## src/rtl/pulse_pkg.sv

```systemverilog
// pulse_pkg: shared definitions for the multi-channel pulse generator.
//   - per-channel edge-select encodings
//   - debounce counter width helper
//   - edge/mode qualification helper
package pulse_pkg;

    typedef logic [1:0] mode_t;

    localparam mode_t MODE_OFF  = 2'b00;
    localparam mode_t MODE_RISE = 2'b01;
    localparam mode_t MODE_FALL = 2'b10;
    localparam mode_t MODE_BOTH = 2'b11;

    // Width of a counter that must hold 0..n; never narrower than 1 bit.
    function automatic int db_cnt_w(input int n);
        return (n < 1) ? 1 : $clog2(n + 1);
    endfunction

    // True when a level change towards new_lvl is selected by mode.
    function automatic logic edge_match(input mode_t mode, input logic new_lvl);
        if (new_lvl) return (mode == MODE_RISE) || (mode == MODE_BOTH);
        else         return (mode == MODE_FALL) || (mode == MODE_BOTH);
    endfunction

endpackage

```

## src/rtl/pulse_gen_multi_if.sv

```systemverilog
// pulse_gen_multi_if: signal bundle between the raw-input side and the
// pulse generator.
//   in    [CH]        raw asynchronous inputs
//   mode  [2*CH]      per-channel edge select, channel i at [2i+1:2i]
//   clr               synchronous clear of event counters
//   out   [CH]        one-cycle pulse per qualified edge
//   level [CH]        debounced level
//   cnt   [CH*CNT_W]  event counts, channel i at [CNT_W*i +: CNT_W]
// master drives in/mode/clr, slave (the generator) drives out/level/cnt.
interface pulse_gen_multi_if #(
    parameter int CH    = 4,
    parameter int CNT_W = 8
);
    logic [CH-1:0]       in;
    logic [2*CH-1:0]     mode;
    logic                clr;
    logic [CH-1:0]       out;
    logic [CH-1:0]       level;
    logic [CH*CNT_W-1:0] cnt;

    modport master (output in, mode, clr, input out, level, cnt);
    modport slave  (input in, mode, clr, output out, level, cnt);
endinterface

```

## src/rtl/pulse_chan.sv

```systemverilog
// pulse_chan: one channel of the pulse generator.
//   2-flop synchroniser -> counter debouncer -> edge select -> 1-cycle pulse.
// Ports:
//   NewCLK, RST  clock / async active-low reset
//   raw          raw asynchronous input bit
//   mode         edge select (off / rise / fall / both)
//   clr          synchronous counter clear (counter build only)
//   out          registered pulse, high one cycle per qualified edge
//   level        debounced level
//   cnt          saturating pulse count (0 unless PULSE_COUNT_EN defined)
// Optional feature macro: PULSE_COUNT_EN.
module pulse_chan
    import pulse_pkg::*;
#(
    parameter int DB_CYCLES = 8,
    parameter int CNT_W     = 8
) (
    input  logic             NewCLK,
    input  logic             RST,
    input  logic             raw,
    input  mode_t            mode,
    input  logic             clr,
    output logic             out,
    output logic             level,
    output logic [CNT_W-1:0] cnt
);

    logic s1, s2;
    logic lvl_d;
    logic fire;

    generate
        if (DB_CYCLES == 0) begin : g_nodb
            always_comb begin
                lvl_d = s2;
            end
        end else begin : g_db
            localparam int DW = db_cnt_w(DB_CYCLES);
            logic [DW-1:0] dbc_q, dbc_d;

            // Counter runs only while s2 disagrees with level; any agreement
            // restarts it, so short glitches never reach the terminal count.
            always_comb begin
                dbc_d = dbc_q;
                lvl_d = level;
                if (s2 == level) begin
                    dbc_d = '0;
                end else if (dbc_q == DW'(DB_CYCLES - 1)) begin
                    lvl_d = s2;
                    dbc_d = '0;
                end else begin
                    dbc_d = dbc_q + DW'(1);
                end
            end

            always_ff @(posedge NewCLK or negedge RST) begin
                if (!RST) dbc_q <= '0;
                else      dbc_q <= dbc_d;
            end
        end
    endgenerate

    // Pulse is decided on the same edge that moves level.
    assign fire = (lvl_d != level) && edge_match(mode, lvl_d);

    always_ff @(posedge NewCLK or negedge RST) begin
        if (!RST) begin
            s1    <= 1'b0;
            s2    <= 1'b0;
            level <= 1'b0;
            out   <= 1'b0;
        end else begin
            s1    <= raw;
            s2    <= s1;
            level <= lvl_d;
            out   <= fire;
        end
    end

`ifdef PULSE_COUNT_EN
    // Counts on the pulse-setting edge so a coincident clr always wins.
    always_ff @(posedge NewCLK or negedge RST) begin
        if (!RST)                  cnt <= '0;
        else if (clr)              cnt <= '0;
        else if (fire && cnt != '1) cnt <= cnt + CNT_W'(1);
    end
`else
    logic unused_clr;
    assign unused_clr = clr;
    assign cnt        = '0;
`endif

endmodule

```

## src/rtl/pulse_gen_multi.sv

```systemverilog
// pulse_gen_multi: CH independent debounced edge-pulse channels.
// Ports:
//   NewCLK  system clock, rising edge
//   RST     asynchronous active-low reset
//   bus     pulse_gen_multi_if.slave (in, mode, clr -> out, level, cnt)
// Optional feature macro: PULSE_COUNT_EN (per-channel saturating counters;
// when undefined cnt reads 0 and clr is ignored).
module pulse_gen_multi
    import pulse_pkg::*;
#(
    parameter int CH        = 4,
    parameter int DB_CYCLES = 8,
    parameter int CNT_W     = 8
) (
    input  logic               NewCLK,
    input  logic               RST,
    pulse_gen_multi_if.slave   bus
);

    logic [CH-1:0]            out_v;
    logic [CH-1:0]            level_v;
    logic [CH-1:0][CNT_W-1:0] cnt_v;

    generate
        for (genvar i = 0; i < CH; i++) begin : g_ch
            pulse_chan #(
                .DB_CYCLES (DB_CYCLES),
                .CNT_W     (CNT_W)
            ) u_chan (
                .NewCLK (NewCLK),
                .RST    (RST),
                .raw    (bus.in[i]),
                .mode   (bus.mode[2*i +: 2]),
                .clr    (bus.clr),
                .out    (out_v[i]),
                .level  (level_v[i]),
                .cnt    (cnt_v[i])
            );
        end
    endgenerate

    assign bus.out   = out_v;
    assign bus.level = level_v;
    assign bus.cnt   = cnt_v;

endmodule

```

## src/flat_wrapper.sv

```systemverilog
// flat-port wrapper written by rule: the top's interface ports become plain ports
module pulse_gen_multi_flat import pulse_pkg::*;
#(
    parameter int CH        = 4,
    parameter int DB_CYCLES = 8,
    parameter int CNT_W     = 8
)
  (NewCLK, RST, bus_in, bus_mode, bus_clr, bus_out, bus_level, bus_cnt);
  pulse_gen_multi_if #(.CH(CH), .CNT_W(CNT_W)) bus_i ();
  input  logic NewCLK;
  input  logic RST;
  input wire logic [$bits(bus_i.in)-1:0] bus_in;
  input wire logic [$bits(bus_i.mode)-1:0] bus_mode;
  input wire logic [$bits(bus_i.clr)-1:0] bus_clr;
  output wire logic [$bits(bus_i.out)-1:0] bus_out;
  output wire logic [$bits(bus_i.level)-1:0] bus_level;
  output wire logic [$bits(bus_i.cnt)-1:0] bus_cnt;
  assign bus_i.in = bus_in;
  assign bus_i.mode = bus_mode;
  assign bus_i.clr = bus_clr;
  assign bus_out = bus_i.out;
  assign bus_level = bus_i.level;
  assign bus_cnt = bus_i.cnt;
  pulse_gen_multi #(.CH(CH), .DB_CYCLES(DB_CYCLES), .CNT_W(CNT_W)) u_core (.NewCLK(NewCLK), .RST(RST), .bus(bus_i));
endmodule
```

## config.mk

```make
export PLATFORM = sky130hd
export DESIGN_NAME = pulse_gen_multi_flat
export DESIGN_NICKNAME = d
export VERILOG_FILES = /design/src/rtl/pulse_pkg.sv /design/src/rtl/pulse_gen_multi_if.sv /design/src/rtl/pulse_chan.sv /design/src/rtl/pulse_gen_multi.sv /design/src/flat_wrapper.sv
export SDC_FILE = /design/constraint.sdc
export NUM_CORES = 1
export LEC_CHECK = 0
export CORE_ASPECT_RATIO = 1.75
export CORE_UTILIZATION = 45
export CTS_BUF_LIST = sky130_fd_sc_hd__clkbuf_16
export DETAILED_ROUTE_END_ITERATION = 10
export GPL_TIMING_DRIVEN = 0
export PLACE_DENSITY = 0.81
export SLEW_MARGIN = 10
export SYNTH_ARGS = -nofsm -noshare
export SYNTH_HDL_FRONTEND = slang
export SYNTH_HIERARCHICAL = 1
export SYNTH_SLANG_ARGS = --single-unit
export TNS_END_PERCENT = 5
```

## constraint.sdc

```tcl
create_clock -name NewCLK -period 2.26 [get_ports NewCLK]
set_input_delay 0.452 -clock NewCLK [delete_from_list [all_inputs] [get_ports NewCLK]]
set_output_delay 0.452 -clock NewCLK [all_outputs]
set_load 0.005 [all_outputs]
```

# Yosys cells after proc, flatten, opt, wreduce, memory -nomap -nowiden
# Index checks and enable logic that the tools add are counted.
# totals
word_cells,80
output_inout_bits,40
ff_bits,32
inputBits,15
# op_classes
mux,20
n_reduce_logical,12
n_addsub,4
n_eq_ne,24
# op_table
op,n
two-way mux 4 bit,8
"adder 4 x 1 -> 4 bit, second input constant",4
"== test 2 bit, second input constant",8
"== test 4 x 3 -> 1 bit, second input constant",4
two-way mux 1 bit,12
"== test 2 x 1 -> 1 bit, second input constant",4
logical OR 1 bit,8
== test 1 bit,4
logical AND 1 bit,4
inequality test 1 bit,4

# Longest topological paths before layout
# Gate-level depths: netlist of the first run.
# logic_depth
ltp_word,5
ltp_mapped,4
ltp_nobuf,4

# By module
# The synthesis of the first run kept the hierarchy.
# by_module_without_submodules
mod,area_per_inst_um2,seq_area_each_um2,instances,cells_each
pulse_chan,379.1,200.2,4,33

# Least setup slack after synthesis of the first run
# OpenSTA, ideal clock, no wires.
# synth_path
path_type,reg-to-reg
from,reg u_core.g_ch[0].u_chan.g_db.dbc_q[0]
to,reg u_core.g_ch[0].u_chan.level
arrival_time_ns,1.030
path_buffers,0
setup_slack_ns,1.105
stages_incl_launch_ff,4
required_ns,2.135
period_less_slack_ns,1.155
setup_ns,0.125
path_cell_list,dfrtp_1 -> ha_1 -> nand3b_1 -> mux2_4
# synth_between
elab_chain_len,3
# synth_lines
element,line,text
from (decl),pulse_chan.sv:39,"logic [DW-1:0] dbc_q, dbc_d;"
from (signal assigned),pulse_chan.sv:57,if (!RST) dbc_q <= '0;
from (signal assigned),pulse_chan.sv:58,else dbc_q <= dbc_d;
== test 4 x 3 -> 1 bit,pulse_chan.sv:48,end else if (dbc_q == DW'(DB_CYCLES - 1)) begin
two-way mux 1 bit,pulse_chan.sv:48,
two-way mux 1 bit,pulse_chan.sv:46,if (s2 == level) begin
net u_core.g_ch[0].u_chan.lvl_d,pulse_chan.sv:29,logic lvl_d;
to (signal assigned),pulse_chan.sv:75,level <= lvl_d;
to (decl),pulse_chan.sv:24,"output logic level,"
# The timed path passes the listed nets, and every way through them passes these cells.

# Final worst setup path of the first run
# layout_path
from,reg u_core.g_ch[3].u_chan.level
to,out bus_level[3]
# layout_rtl
element,line,text
from (decl),pulse_chan.sv:24,
from (signal assigned),pulse_chan.sv:75,
to (decl),flat_wrapper.sv:16,output wire logic [$bits(bus_i.level)-1:0] bus_level;
# No word-level cell between the ends.

==> run metrics, run 1 <==
status finished clean; FILL cells 283; grt total ovfl 0; setup TNS 0 ns; area of the multi-input gates 581 um2; setup ws final 0.588 ns; RePlAce Congestion 0.671; row count 27; Crit path buffers/inverters 1; register bit total from synthesis 32; Die H 78.8 um; first-pass GRT wire length 3.92 mm; Adder-Cell Fraction of Synth Area 0.0330; Fmax 0.598 GHz; post-synthesis area per instance 11.5 um2; CP arrival 1.22 ns; register area 801 um2; setup bufs post-CTS 0; area of the core 3180 um2; Post-synth top cells buf_4 (32), dfrtp_1 (32), nor2_1 (16); min Tclk post-route 1.67 ns; slowest stage delay, CP 0.54 ns; post-synthesis mux area share 0.0660; Ys Warns 6; worst r2r src u_core/g_ch[0].u_chan/g_db.dbc_q[0]; starting density of the core 0.478; Final setup viols 0; Crit-path slowest cell clkdlybuf4s50_1; compound-gate portion of the synthesized area 0.0132; overall power 1.88 mW; Die ar. 3620 um2; largest family of logic cells by synthesized area buffers and inverters; htree depth 2; HPWL after DPL 1.85 mm; Max-Cap Viols 0; Yosys top cell area share 0.528; Synth Instances 132; vias in the first global route 950; worst vdd rail ir drop 0.000920 V; library cells used by synthesis 13; Ant. Diodes 0; total CTS buffers 5; routed vias 995; Synth Area in Simple Gates 0.145; largest net degree at the start of global routing 33; post-synthesis sequential area ratio 0.528; clock root buffer clkbuf_16; Post-synth EDFFs 0; fin crit share 0.740; fraction of registers with async set/reset 1.00; I/O Pins 55; actual slew at the worst max-slew pin 0.664 ns; Clock Skew 0.00171 ns; Crit Path Class flop to primary output; clock buffer depth 2; Nets 207; post-synthesis xor/xnor area fraction 0.0462; DRC 0; CTS tree built; dpl cells 224; PwrDens 935 nW/um2; Slew Limit Fails 0; Detail Route Antenna Nets 0; Port-buffer cells 21; Required @ worst endpoint 1.81 ns; Pleak 1.03 nW; Iter 0 DRT Violations 10; synth top area cells dfrtp_1 (53%), buf_4 (16%), nand3b_1 (5.9%); Synth area leader dfrtp_1; clock transition at the registers of the reported paths 0.05 ns; crit path cell chain clkdlybuf4s50_1; Worst Setup Start Kind flop; delay-heaviest family, CP buffers and inverters; final hold vios 0; # clock sinks 32; Die X 45.9 um; layout overhead on the synthesized area 32.8%; vias per inst 4.31; Post-synth top flop dfrtp_1; final WL 2.45 mm; Post-Syn Area 1520 um2; non-filler instance count after layout 231; reg2reg end u_core/g_ch[0].u_chan/level; flop2flop setup slack 1.00 ns; initial antenna violation count 0; # hold bufs at CTS 0; WL/cell 10.6 um; crit path capture type primary output; R2R depth 3; post-CTS sizing 0; Hold Crit Class input port to async pin; Slew HR 0.557; Worst Path Max Fanout 5; worst slack at placement 0.874 ns; Core Util, Final 0.634; unrepaired setup endpoints after global routing false; share of cells above drive strength 1 0.223; GRT Total Usage 0.156; DR pass1 iterations 2; clk_lat worst skew 0.27 ns
[state kept, by name, summed over array words and instances, names as in the netlist]
signal,count
u_core/g_ch.u_chan/s2,4
u_core/g_ch.u_chan/s1,4
u_core/g_ch.u_chan/out,4
u_core/g_ch.u_chan/level,4
u_core/g_ch.u_chan/g_db.dbc_q,16
[layout by cell type (no fill, tap or decap)]
| cell | Yosys | final |
|---|---|---|
| mux2_4 | 4 | 4 |
| a21oi_1 | 4 | 4 |
| mux2i_1 | 4 | 4 |
| nand3b_1 | 12 | 12 |
| dfrtp_1 | 32 | 32 |
| nand3_1 | 4 | 4 |
| nor2b_1 | 4 | 4 |
| xnor2_1 | 8 | 8 |
| ha_1 | 4 | 4 |
| clkbuf_16 | 0 | 5 |
| buf_4 | 32 | 32 |
| clkinv_1 | 0 | 2 |
| conb_1 | 4 | 32 |
| and2_1 | 4 | 4 |
| clkdlybuf4s50_1 | 0 | 20 |
| nor2_1 | 16 | 16 |
| buf_2 | 0 | 1 |
[layout make-up]
| type | instances | area share |
|---|---|---|
| flip-flops and latches | 32 | 0.398 |
| clock buffers | 5 | 0.0622 |
| repair buffers | 21 | 0.102 |
| clock inverters | 2 | 0.00373 |
| well taps | 43 | 0.0267 |
| multi-input cells | 96 | 0.288 |
| plain buffers | 32 | 0.119 |
[worst register-to-register path, cell delays in order, from the launching register on]
cell and delay, ns:
dfrtp_1 0.40, ha_1 0.25, nand3b_1 0.18, mux2_4 0.32
[stage by stage]
| stage | hold slack (ns) | area [um2] |
|---|---|---|
| floorplan | 0.156 | 1620 |
| global placement | 0.336 | 1890 |
| detailed placement | 0.336 | 1880 |
| CTS | 0.238 | 2010 |
| global route | 0.268 | 2010 |
| finish | 0.214 | 2010 |
[kinds of logic after synthesis]
logic type,Yosys count
AND/OR/NAND/NOR,40
flip-flops,32
buffers and inverters,32
XOR/XNOR,8
multiplexers,8
adder cells (fa/ha/maj),4
other,4
AO/OA/AOI/OAI,4
[routing by layer]
| metal | wire length [um] | GRT usage | vias up |
|---|---|---|---|
| met2 | 1290 | 0.255 | 49 |
| met3 | 170 | 0.0591 | 8 |
| met5 | 0 | 0 | - |
| li1 | - | - | 473 |
| met1 | 917 | 0.147 | 465 |
| met4 | 77 | 0.115 | 0 |
[how the worst max path moves through the flow]
| stage | startpoint | to | depth (start not counted) |
|---|---|---|---|
| final | u_core/g_ch[3].u_chan/level | bus_level[3] | 1 |
| after global routing | u_core/g_ch[1].u_chan/level | bus_level[1] | 1 |
| after CTS | u_core/g_ch[3].u_chan/level | bus_level[3] | 1 |
| after detailed placement | u_core/g_ch[3].u_chan/level | bus_level[3] | 1 |
| after global placement | RST | u_core/g_ch[1].u_chan/g_db.dbc_q[3] | 1 |
| after floorplan | u_core/g_ch[0].u_chan/g_db.dbc_q[0] | u_core/g_ch[0].u_chan/level | 3 |
[power breakdown]
part           internal, mW  total, mW  switching [mW]
Combinational         0.289      0.468           0.179
Clock                 0.392      0.604           0.212
Sequential            0.697      0.812           0.115
No activity file was read; power rests on OpenSTA's default activity.
==> inputs of run 2 (changes only) <==
Settings changed: CORE_UTILIZATION 45 to 44, PLACE_DENSITY 0.81 to 0.79.
Clock period 2.26 ns to 1.7 ns, I/O delays scaled along.
==> run 2 against run 1 <==
  * Routed wire length fell by 4.8%
  * Count of clock-buffer cells in the layout is the same
  * Worst hold slack lost 0.11 ns
  * Utilization is 0.32 points lower
  * Design area is 0.56% higher
  * Final cell count is 0.43% higher
  * Largest cell class unchanged
==> run metrics, run 2 (synthesis results as in run 1) <==
Seq pwr share 0.426 (-0.005); clock share of power 0.332 (+0.011); GRT Total Usage 0.154 (-0.00164); WL/cell 10.1 um (-5.2%); final hold vios 0 (unchanged); Pleak 1.02 nW (-0.12%); post-CTS sizing 0 (unchanged); worst vdd rail ir drop 0.000895 V (-2.7%); commonest non-fill, non-tap cells in the layout buf_4 (32), conb_1 (32), dfrtp_1 (32); actual slew at the worst max-slew pin 0.683 ns (+0.0190 ns); Fmax 0.639 GHz; vias in the first global route 939 (-1.2%); Internal Power 1.84 mW (+34%); clock root buffer clkbuf_16; initial antenna violation count 0 (unchanged); unrepaired setup endpoints after global routing false; Max-Cap Viols 0 (unchanged); CTS tree built; layout overhead on the synthesized area 33.5%; Port-buffer cells 21 (unchanged); clock transition at the registers of the reported paths 0.05 ns (about the same); # clock sinks 32 (unchanged); switching part of the total power 0.270 (+0.000792); total CTS buffers 5 (unchanged); Die ar. 3690 um2 (+2.2%); Crit Path Class flop to primary output; Clock Skew 0.00500 ns (+0.00329 ns); Worst Setup Start Kind flop; # hold bufs at CTS 0 (unchanged); crit path cell chain clkdlybuf4s50_1; max reg flops 16 (unchanged); status finished clean; crit path capture type primary output; final WL 2.33 mm (-4.8%); Hold Crit Class input port to async pin; Final setup viols 0 (unchanged); Combinational Power Share 0.242 (-0.006); DRC 0 (unchanged); DR pass1 iterations 3 (+1); first-pass GRT wire length 3.93 mm (+0.36%); largest net degree at the start of global routing 33 (unchanged); Detail Route Antenna Nets 0 (unchanged); Crit-path slowest cell clkdlybuf4s50_1; Die H 79.7 um (+1.1%); critical path startpoint u_core/g_ch[2].u_chan/level; Slew HR 0.545 (-0.0127); overall power 2.52 mW (+34%); row count 27 (unchanged); HPWL after DPL 1.82 mm (-1.7%); slowest stage delay, CP 0.53 ns (about the same); fin crit share 0.920; I/O Pins 55 (unchanged); worst r2r src u_core/g_ch[3].u_chan/g_db.dbc_q[0]; Nets 207 (unchanged); CP arrival 1.22 ns (about the same); Iter 0 DRT Violations 9 (-1); delay-heaviest family, CP buffers and inverters; clock buffer depth 2 (unchanged); share of cells above drive strength 1 0.233 (+0.00940); PwrDens 1240 nW/um2 (+33%); routed vias 956 (-3.9%); RePlAce Congestion 0.654 (-2.6%); Ant. Diodes 0 (unchanged); register with the most flip-flops u_core/g_ch.u_chan/g_db.dbc_q; htree depth 2 (unchanged); area of the core 3210 um2 (+1.1%); clk_lat worst skew 0.27 ns (about the same); fin area 2020 um2 (+0.56%); setup bufs post-CTS 0 (unchanged); Crit path buffers/inverters 1 (unchanged); min Tclk post-route 1.56 ns; grt total ovfl 0 (unchanged); Worst Path Max Fanout 5 (unchanged); total net switching power 679 uW (+34%); Slew Limit Fails 0 (unchanged); Required @ worst endpoint 1.36 ns (-0.45 ns); vias per inst 4.12 (-4.3%); area post-placement 1880 um2 (unchanged); starting density of the core 0.473 (-0.00503); Die X 46.4 um (+1.1%)
[run 2: cell count changes in the layout (fill, tap and decap cells not counted)]
cell / previous run / this run
clkinvlp_4: 0 / 2
clkinv_1: 2 / 1
[run 2: per-layer routing]
layer	wire, um	track usage	part of all wire	vias to the layer above
met4	61	0.0971	0.026	0
met2	1280	0.246	0.55	36
met3	156	0.0611	0.067	5
li1	-	-	-	473
met5	0	0	0	-
met1	834	0.158	0.36	442
[run 2: layout make-up]
cell class	instances	area [um2]
multi-input cells	96	581
well taps	43	53.8
plain buffers	32	240
repair buffers	21	205
clock inverters	3	18.8
flip-flops and latches	32	801
fillers	272	1180
clock buffers	5	125
[run 2: path summary, 6_finish.rpt]
kind / endpoint / slack [ns] / cells past startpoint
max reg2reg: u_core/g_ch[3].u_chan/level / 0.47 / 3
max in group asynchronous: u_core/g_ch[0].u_chan/g_db.dbc_q[0] / 1.15 / 1
min in group NewCLK: u_core/g_ch[1].u_chan/s2 / 0.35 / 0
max: bus_level[2] / 0.14 / 1
min reg2reg: u_core/g_ch[1].u_chan/s2 / 0.35 / 0
min: u_core/g_ch[2].u_chan/s2 / 0.11 / 1
[run 2: power by group through the flow]
stage / combinational [mW] / clock, mW / sequential (mW)
floorplan: 0.424 / 0 / 1.06
global placement: 0.586 / 0 / 1.07
detailed placement: 0.609 / 0 / 1.09
CTS: 0.617 / 0.870 / 1.08
global route: 0.683 / 0.910 / 1.10
finish: 0.609 / 0.837 / 1.07
[run 2: stage by stage]
step | cells | util | worst slack, ns | TNS [ns] | hold WS (ns)
after floorplan | 160 | - | 0.545 | 0 | 0.0444
after global placement | 224 | 0.588 | -0.234 | -7.45 | 0.333
after detailed placement | 224 | 0.586 | 0.428 | 0 | 0.336
after CTS | 232 | 0.631 | 0.128 | 0 | 0.134
after global routing | 232 | 0.631 | 0.0823 | 0 | 0.161
final | 232 | 0.631 | 0.136 | 0 | 0.107
==> inputs of run 3 (changes only) <==
Settings changed: CORE_MARGIN set to 2.
==> run 3 against run 2 <==
  * Count of clock-buffer cells in the layout stayed put
  * First-iteration DRC count is 44% lower
  * Non-clock buffer count stayed put
  * Worst setup slack better by 0.0014 ns
  * Final cell count is 0.43% lower
  * Clock power is 8.0% lower
  * Routed wire length is 5.7% higher
  * Via count is 0.21% higher
  * Worst hold slack better by 0.0042 ns
  * Sequential power hardly changed
  * Clock skew is 0.0033 ns lower
  * Die area is 6.9% higher
  * Largest cell class unchanged
  * Highest routed layer unchanged
==> run metrics, run 3 (synthesis results as in run 1) <==
crit path cell chain clkdlybuf4s50_1; Slew Limit Fails 0 (unchanged); Nets 207 (unchanged); WL/cell 10.7 um (+6.1%); met2 WL 1.42 mm (+11%); layout overhead on the synthesized area 32.4%; crit path capture type primary output; CTS tree built; Slew HR 0.546 (+0.00124); share of cells above drive strength 1 0.226 (-0.00700); Pleak 1.02 nW (-0.18%); overall power 2.46 mW (-2.5%); reg2reg end u_core/g_ch[0].u_chan/level; vias in the first global route 1002 (+6.7%); Worst Path Max Fanout 5 (unchanged); Core Util, Final 0.603 (-0.0274); Crit Path Class flop to primary output; Die H 81.7 um (+2.5%); HPWL after DPL 2.01 mm (+11%); Hold Crit Class input port to async pin; final hold vios 0 (unchanged); min Tclk post-route 1.56 ns (-0.00140 ns); setup bufs post-CTS 0 (unchanged); starting density of the core 0.456 (-0.0169); Die ar. 3950 um2 (+6.9%); unrepaired setup endpoints after global routing false; R2R depth 3 (unchanged); fin crit share 0.919 (about the same); commonest non-fill, non-tap cells in the layout buf_4 (32), conb_1 (32), dfrtp_1 (32); Final setup viols 0 (unchanged); DRC 0 (unchanged); row count 28 (+3.7%); actual slew at the worst max-slew pin 0.681 ns (-0.00185 ns); Crit path buffers/inverters 1 (unchanged); Port-buffer cells 21 (unchanged); clock root buffer clkbuf_16; Ant. Diodes 0 (unchanged); Iter 0 DRT Violations 5 (-4); CP arrival 1.22 ns (about the same); PwrDens 1220 nW/um2 (-1.7%); Top Layer Used met4; worst vdd rail ir drop 0.000960 V (+7.2%); Max-Cap Viols 0 (unchanged); register with the most flip-flops u_core/g_ch.u_chan/g_db.dbc_q; Die X 48.4 um (+4.3%); Clock Skew 0.00170 ns (-0.00330 ns); Detail Route Antenna Nets 0 (unchanged); slowest stage delay, CP 0.54 ns (about the same); RePlAce Congestion 0.659 (+0.87%); grt total ovfl 0 (unchanged); Required @ worst endpoint 1.36 ns (about the same); post-CTS sizing 0 (unchanged); GRT Total Usage 0.135 (-0.0186); Worst Setup Start Kind flop; delay-heaviest family, CP buffers and inverters; htree depth 2 (unchanged); total CTS buffers 5 (unchanged); max reg flops 16 (unchanged); status finished clean; flop2flop setup slack 0.46 ns (about the same); Crit-path slowest cell clkdlybuf4s50_1; worst r2r src u_core/g_ch[0].u_chan/g_db.dbc_q[0]; met3 WL 171 um (+9.6%); vias per inst 4.15 (+0.64%); initial antenna violation count 0 (unchanged); Fmax 0.640 GHz (about the same); area of the core 3330 um2 (+3.7%); # hold bufs at CTS 0 (unchanged); routed length on met1 833 um (-0.12%); clock transition at the registers of the reported paths 0.05 ns (about the same); final WL 2.47 mm (+5.7%); routed vias 958 (+0.21%); I/O Pins 55 (unchanged); first-pass GRT wire length 4.08 mm (+3.7%); # clock sinks 32 (unchanged); largest net degree at the start of global routing 33 (unchanged); clk_lat worst skew 0.26 ns (about the same); DR pass1 iterations 4 (+1); clock buffer depth 2 (unchanged)
run 3: metal layers:
| metal | track usage | up-vias |
|---|---|---|
| met2 | 0.267 | 37 |
| met1 | 0.124 | 444 |
| met5 | 0 | - |
| met3 | 0.0436 | 4 |
| met4 | 0.0657 | 0 |
| li1 | - | 473 |
run 3: worst reg2reg max path: cells and delay by family (launching register included):
family | cells | cell delay [ns]
adder cells (fa/ha/maj) | 1 | 0.24
flip-flops | 1 | 0.39
multiplexers | 1 | 0.31
AND/OR/NAND/NOR | 1 | 0.18
run 3: stage by stage:
step / setup slack [ns] / TNS, ns / area (um2) / hold slack [ns] / std cells
floorplan: 0.545 / 0 / 1620 / 0.0444 / 160
global placement: -0.212 / -6.74 / 1890 / 0.333 / 226
detailed placement: 0.414 / 0 / 1880 / 0.342 / 226
CTS: 0.128 / 0 / 2010 / 0.132 / 231
global route: 0.0916 / 0 / 2010 / 0.169 / 231
finish: 0.137 / 0 / 2010 / 0.111 / 231
run 3: cell type report:
| cell class | instances | area, um2 |
|---|---|---|
| multi-input cells | 96 | 581 |
| plain buffers | 32 | 240 |
| flip-flops and latches | 32 | 801 |
| repair buffers | 21 | 205 |
| well taps | 45 | 56.3 |
| clock buffers | 5 | 125 |
| fillers | 277 | 1320 |
run 3: power breakdown:
part | switching [mW] | leakage (nW) | internal (mW)
combinational | 0.234 | 0.544 | 0.381
clock | 0.257 | 0.0616 | 0.513
sequential | 0.147 | 0.417 | 0.926
total | 0.638 | 1.02 | 1.82
run 3: worst max path at each step:
| stage | from | to | slack [ns] | cells past startpoint |
|---|---|---|---|---|
| global route | u_core/g_ch[2].u_chan/level | bus_level[2] | 0.09 | 1 |
| finish | u_core/g_ch[1].u_chan/level | bus_level[1] | 0.14 | 1 |
| global placement | RST | u_core/g_ch[2].u_chan/out | -0.21 | 1 |
| CTS | u_core/g_ch[1].u_chan/level | bus_level[1] | 0.13 | 1 |
| floorplan | u_core/g_ch[0].u_chan/g_db.dbc_q[0] | u_core/g_ch[0].u_chan/level | 0.55 | 3 |
| detailed placement | u_core/g_ch[1].u_chan/level | bus_level[1] | 0.41 | 1 |
